`config.mk`:
```
export PLATFORM = sky130hd
export DESIGN_NAME = rr_merge2
export DESIGN_NICKNAME = d
export VERILOG_FILES = /design/src/rtl/rr_merge2.sv
export SDC_FILE = /design/constraint.sdc
export NUM_CORES = 1
export LEC_CHECK = 0
export CAP_MARGIN = 20
export CORE_MARGIN = 5
export CORE_UTILIZATION = 25
export CTS_CLUSTER_DIAMETER = 100
export CTS_CLUSTER_SIZE = 28
export DETAILED_ROUTE_END_ITERATION = 6
export PLACE_DENSITY = 0.57
export SYNTH_ARGS = -nofsm -noshare
export SYNTH_HDL_FRONTEND = slang
export SYNTH_SLANG_ARGS = --single-unit
```
`constraint.sdc`:
```
create_clock -name clk_i -period 4.6 [get_ports clk_i]
set_input_delay 1.38 -clock clk_i [delete_from_list [all_inputs] [get_ports clk_i]]
set_output_delay 1.38 -clock clk_i [all_outputs]
set_load 0.05 [all_outputs]
```
`src/rtl/rr_merge2.sv`:
```
// rr_merge2 -- two-input round-robin stream merger with a one-entry output
// register.
//
// Two valid/ready producers (A and B) compete for a single output register.
// select_o carries the current grant using the mux2 select encoding
// (0 = A, 1 = B), so the downstream mux2 can be driven directly from it.
// When both producers are valid, the one not served last wins. The output
// register drains and refills in the same cycle, so a new word can be taken
// every cycle.
//
// Ports:
//   clk_i      clock; all state updates on the rising edge
//   reset_ni   asynchronous active-low reset
//   a_valid_i  producer A has a word
//   a_data_i   producer A data
//   a_ready_o  A word accepted this cycle when a_valid_i & a_ready_o
//   b_valid_i  producer B has a word
//   b_data_i   producer B data
//   b_ready_o  B word accepted this cycle when b_valid_i & b_ready_o
//   select_o   current grant (0 = A, 1 = B), combinational
//   valid_o    output register holds a word
//   data_o     output register contents
//   ready_i    consumer accepts data_o when valid_o & ready_i

module rr_merge2 #(
  parameter int width_p = 8
) (
  input  logic               clk_i,
  input  logic               reset_ni,
  input  logic               a_valid_i,
  input  logic [width_p-1:0] a_data_i,
  output logic               a_ready_o,
  input  logic               b_valid_i,
  input  logic [width_p-1:0] b_data_i,
  output logic               b_ready_o,
  output logic               select_o,
  output logic               valid_o,
  output logic [width_p-1:0] data_o,
  input  logic               ready_i
);

  // Input served by the most recent handshake (0 = A, 1 = B).
  logic last_q;
  logic free;
  logic take;

  // The register can take a word when it is empty or being drained this cycle.
  assign free = ~valid_o | ready_i;

  // A lone requester always wins. With both or neither valid, the grant points
  // at the input that was not served last, so an idle period leaves the
  // pointer where it was.
  always_comb begin
    select_o = ~last_q;
    if (a_valid_i && !b_valid_i) begin
      select_o = 1'b0;
    end else if (b_valid_i && !a_valid_i) begin
      select_o = 1'b1;
    end
  end

  assign a_ready_o = free & ~select_o;
  assign b_ready_o = free &  select_o;

  // Only the granted input can see ready, so at most one handshake per cycle.
  assign take = (a_valid_i & a_ready_o) | (b_valid_i & b_ready_o);

  always_ff @(posedge clk_i or negedge reset_ni) begin
    if (!reset_ni) begin
      valid_o <= 1'b0;
      data_o  <= '0;
      last_q  <= 1'b1;    // B counts as last served, so A wins the first contest
    end else if (take) begin
      // A fill covers both the empty case and a simultaneous drain and refill.
      data_o  <= select_o ? b_data_i : a_data_i;
      valid_o <= 1'b1;
      last_q  <= select_o;
    end else if (ready_i) begin
      // Drain with nothing to refill; data_o keeps its last value.
      valid_o <= 1'b0;
    end
  end

endmodule

```
# [After elaboration in Yosys (flattened, before gate mapping)]
# Cells that the tools add are included.
[op_classes] addsub=0 mul=0 n_div=0 n_lt_le_gt_ge=0 n_eq_ne=0 shift=0 mux=5 n_bitwise=9 n_reduce_logical=5
[op_table] operator="8-bit two-way mux" n=1
[op_table] operator="1-bit AND" n=4
[op_table] operator="1-bit two-way mux" n=4
[op_table] operator="1-bit inverter" n=3
[op_table] operator="1-bit logical AND" n=2
[op_table] operator="1-bit zero test" n=2
[op_table] operator="1-bit bitwise OR" n=2
[op_table] operator="2-bit nonzero test" n=1
[totals] reg_bits=10 latchBits=0 mem_bits_rw=0 rom_bits=0 input_bits=21 elab_cells=22 n_memories=0

# [Depth between registers and ports, before layout]
# Gate-level depths: netlist of run 1.
[depth] ltp_word=9 depth_mapped=5 mapped_depth_nobuf=3

# [Worst setup path before layout of run 1]
# No wires, ideal clock.
[synth_path] path_kind="input -> output" startpoint="in b_valid_i" endpoint="out a_ready_o" arrival_ns=3.198 t_required_ns=3.220 slack_ns=0.022 stages=4 cell_sequence="a21bo_2 buf_2 o21ai_0 nor2b_1"
[synth_via] elab_chain_len=5
[synth_rtl] element="start, declared" line="33" rtl="input logic b_valid_i,"
[synth_rtl] element="1-bit logical AND / 1-bit zero test (equally long branches)" line="57, 55"
[synth_rtl] element="1-bit two-way mux / 1-bit logical AND (equally long branches)" line="57, 55"
[synth_rtl] element="1-bit two-way mux (*)" line="55" rtl="if (a_valid_i && !b_valid_i) begin"
[synth_rtl] element="named net select_o" line="36" rtl="output logic select_o,"
[synth_rtl] element="1-bit inverter (*)" line="62" rtl="assign a_ready_o = free & ~select_o;"
[synth_rtl] element="1-bit AND (*)" line="62"
[synth_rtl] element="end, declared" line="32" rtl="output logic a_ready_o,"
# Mark *: on every way through the listed nets, which the timed path passes. The rest lies on a longest branch.

# [Worst setup path in the final report of run 1]
[layout_path] startpoint="in a_valid_i" endpoint="out a_ready_o"
[layout_via] elab_chain_len=6
[layout_rtl] element="start, declared" line="30" rtl="input logic a_valid_i,"
[layout_rtl] element="1-bit zero test" line="57" rtl="end else if (b_valid_i && !a_valid_i) begin"
[layout_rtl] element="1-bit logical AND" line="57"
[layout_rtl] element="1-bit two-way mux" line="57"
[layout_rtl] element="1-bit two-way mux (*)" line="55"
[layout_rtl] element="1-bit inverter (*)" line="62"
[layout_rtl] element="1-bit AND (*)" line="62"
# Mark *: on every way between the ends. The rest lies on a longest branch, timed or not.

==> flow_summary.json, run 1 <==
{
  "final.min_clock_period_ps": 4250,
  "critPathMaxFanout": 9,
  "ioPinCount": 33,
  "r2r_end": "data_o[4]$_DFFE_PN0P_",
  "routed_via_density": 4.96,
  "die_x_um": 57.5,
  "hold_ws_ps": 552,
  "leakage_nw": 0.355,
  "core_um2": 2190,
  "synth.distinct_cells": 18,
  "cts.sinks": 10,
  "fin_skew_ps": 1.85,
  "diodes": 0,
  "dpl.hpwl_um": 1260,
  "synth_seq_cells": 10,
  "wl_um": 1680,
  "p_int_mw": 0.226,
  "fin_crit_sh": 0.923,
  "drive_above_1_share": 0.143,
  "grt-ovfl-total": 0,
  "clkPwrFrac": 0.216,
  "critPathLaunchType": "primary input",
  "die_h_um": 57.5,
  "vias": 590,
  "dpl.cell_count": 115,
  "yosys_warnings": 0,
  "r2r_setup_slack_ps": 3340,
  "post_cts_resized": 0,
  "critPathCapture": "a_ready_o",
  "crit_chain": "clkdlybuf4s50_1 > a21bo_2 > o21ai_0 > nor2b_1 > buf_12",
  "final_antenna_net_count": 0,
  "swShare": 0.396,
  "ys_seq_area_frac": 0.447,
  "startpoint": "a_valid_i",
  "worstMarginPinSlew_ps": 530,
  "p_switching_mw": 0.148,
  "slew_headroom": 0.646,
  "num_rows": 17,
  "combPwrFrac": 0.473,
  "wl_per_cell_um": 14.1,
  "rsz0062_at_grt": "no",
  "syn_to_final_growth_pct": 70.0,
  "port_buffers": 32,
  "grt_max_degree": 17,
  "r2r-start": "last_q$_DFFE_PN1P_",
  "synthesis.instances": 59,
  "grt.total_usage": 0.108,
  "start_util": 0.257,
  "cts_buffers": 3,
  "critPathSlowestCell": "clkdlybuf4s50_1",
  "initialDrtViolationCount": 7,
  "ir_drop_mv": 0.157,
  "ctsRootBufferMaster": "clkbuf_4",
  "cpPeakStageDelay_ps": 570,
  "die-area_um2": 3300,
  "rr_worst_depth": 3,
  "power_frac_seq": 0.311,
  "hold_class": "register to register",
  "maxSlewViolCount": 0,
  "p_total_mw": 0.374,
  "ctsHtreeMaxLevel": 1,
  "clockBufferDepth": 2,
  "synth_fp_nets": 80,
  "power_density_nw_per_um2": 391,
  "clock_latency_ps": 260,
  "cts_setup_buffers": 0,
  "postCtsHoldBufs": 0,
  "grt_pass1_vias": 567,
  "finalNonFillerCells": 119,
  "crit_required_ps": 3220,
  "outcome": "completed",
  "avgSynthCellArea_um2": 9.54,
  "crit_arrival_ps": 2870,
  "drcViolationCount": 0,
  "hold_viol_final": 0,
  "gp_congestion": 0.719,
  "max_freq_mhz": 236,
  "firstDrtPassIters": 4,
  "setup_viol": 0,
  "drv_cap": 0,
  "worstSetupPathType": "primary input to output port",
  "n_fill_cell": 216,
  "finalNetCount": 113,
  "tns_ps": 0,
  "fin_ws_ps": 354,
  "synth_area_um2": 563,
  "cp-end-kind": "output port",
  "clk_pin_slew_worst_paths_ps": 70,
  "cts_tree": "yes",
  "grt_antenna_before_repair": 0,
  "grt_pass1_wl_um": 2750,
  "pre_cts_slack_ps": 355
}
## placed cells by master (no fill, tap or decap), types with 2 or more instances in the layout
cell type        instances
clkdlybuf4s50_1         29
o21ai_0                  9
a21oi_1                  9
dfrtp_1                  9
nand3b_1                 8
a31oi_1                  8
clkbuf_4                 3
buf_12                   3
nand2b_1                 2
## worst max-delay path, delay by kind of cell
family / cells / cell delay (ps)
buffers and inverters: 2 / 740
AOI/OAI and AO/OA: 2 / 480
and+or+nand+nor: 1 / 260
## sequential cells by signal, summed over array words and instances (netlist names)
name     flops
data_o       8
last_q       1
valid_o      1
## metrics by stage
step,utilization,instance area (um2)
finish,0.437,957
global route,0.437,957
CTS,0.437,957
detailed placement,0.420,921
global placement,0.420,921
floorplan,-,563
## layer usage
layer	vias up	routed length, um	GRT usage
met5	-	0	0
li1	285	-	-
met3	2	123	0.0158
met4	0	27	0.0695
met2	27	731	0.147
met1	276	795	0.155
## cells in the mapped netlist
cell | instances | area share
a21bo_2 | 1 | 0.018
a21boi_1 | 1 | 0.013
a21oi_1 | 9 | 0.080
a31oi_1 | 8 | 0.089
a31oi_2 | 1 | 0.022
and2_1 | 1 | 0.011
and2_4 | 1 | 0.016
buf_2 | 1 | 0.0089
buf_6 | 2 | 0.040
clkbuf_1 | 2 | 0.013
dfrtp_1 | 9 | 0.40
dfstp_2 | 1 | 0.047
nand2b_1 | 2 | 0.022
nand3b_1 | 8 | 0.11
nor2_2 | 1 | 0.011
nor2b_1 | 1 | 0.011
o21ai_0 | 9 | 0.080
or2_1 | 1 | 0.011
## power groups by stage
stage	clock, mW	sequential, mW	combinational [mW]
after detailed placement	0	0.119	0.178
final	0.0810	0.116	0.177
after floorplan	0	0.167	0.0564
after CTS	0.0839	0.117	0.178
after global routing	0.0888	0.119	0.187
after global placement	0	0.117	0.177
## worst min-delay path by stage
stage                                      from               endpoint  slack [ps]  cells after the start
after floorplan              last_q$_DFFE_PN1P_     last_q$_DFFE_PN1P_         530                      2
after global placement    data_o[7]$_DFFE_PN0P_  data_o[7]$_DFFE_PN0P_         540                      2
after detailed placement  data_o[7]$_DFFE_PN0P_  data_o[7]$_DFFE_PN0P_         540                      2
final                     data_o[7]$_DFFE_PN0P_  data_o[7]$_DFFE_PN0P_         550                      2
after global routing         last_q$_DFFE_PN1P_     last_q$_DFFE_PN1P_         590                      2
after CTS                 data_o[7]$_DFFE_PN0P_  data_o[7]$_DFFE_PN0P_         560                      2
## final cells by class
type	count	area (um2)	area share
timing repair buffer	33	358	0.374
clock buffer	4	36.3	0.0379
tap	28	35.0	0.0366
sequential	10	251	0.263
multi-input combinational	44	277	0.289
## cell families after synthesis
logic type | after synthesis | share of synthesized area
AO/OA/AOI/OAI | 29 | 0.302
AND/OR/NAND/NOR | 15 | 0.189
flip-flops | 10 | 0.447
buffers and inverters | 5 | 0.0622
No activity file was read; power rests on OpenSTA's default activity.
==> run 2, diff against run 1 <==
--- a/config.mk
+++ b/config.mk
@@ -5,7 +5,6 @@
 export SDC_FILE = /design/constraint.sdc
 export NUM_CORES = 1
 export LEC_CHECK = 0
-export CAP_MARGIN = 20
 export CORE_MARGIN = 5
 export CORE_UTILIZATION = 25
 export CTS_CLUSTER_DIAMETER = 100
==> results of run 2 <==
Final layout, timing and power as in run 1 (identical DEF).
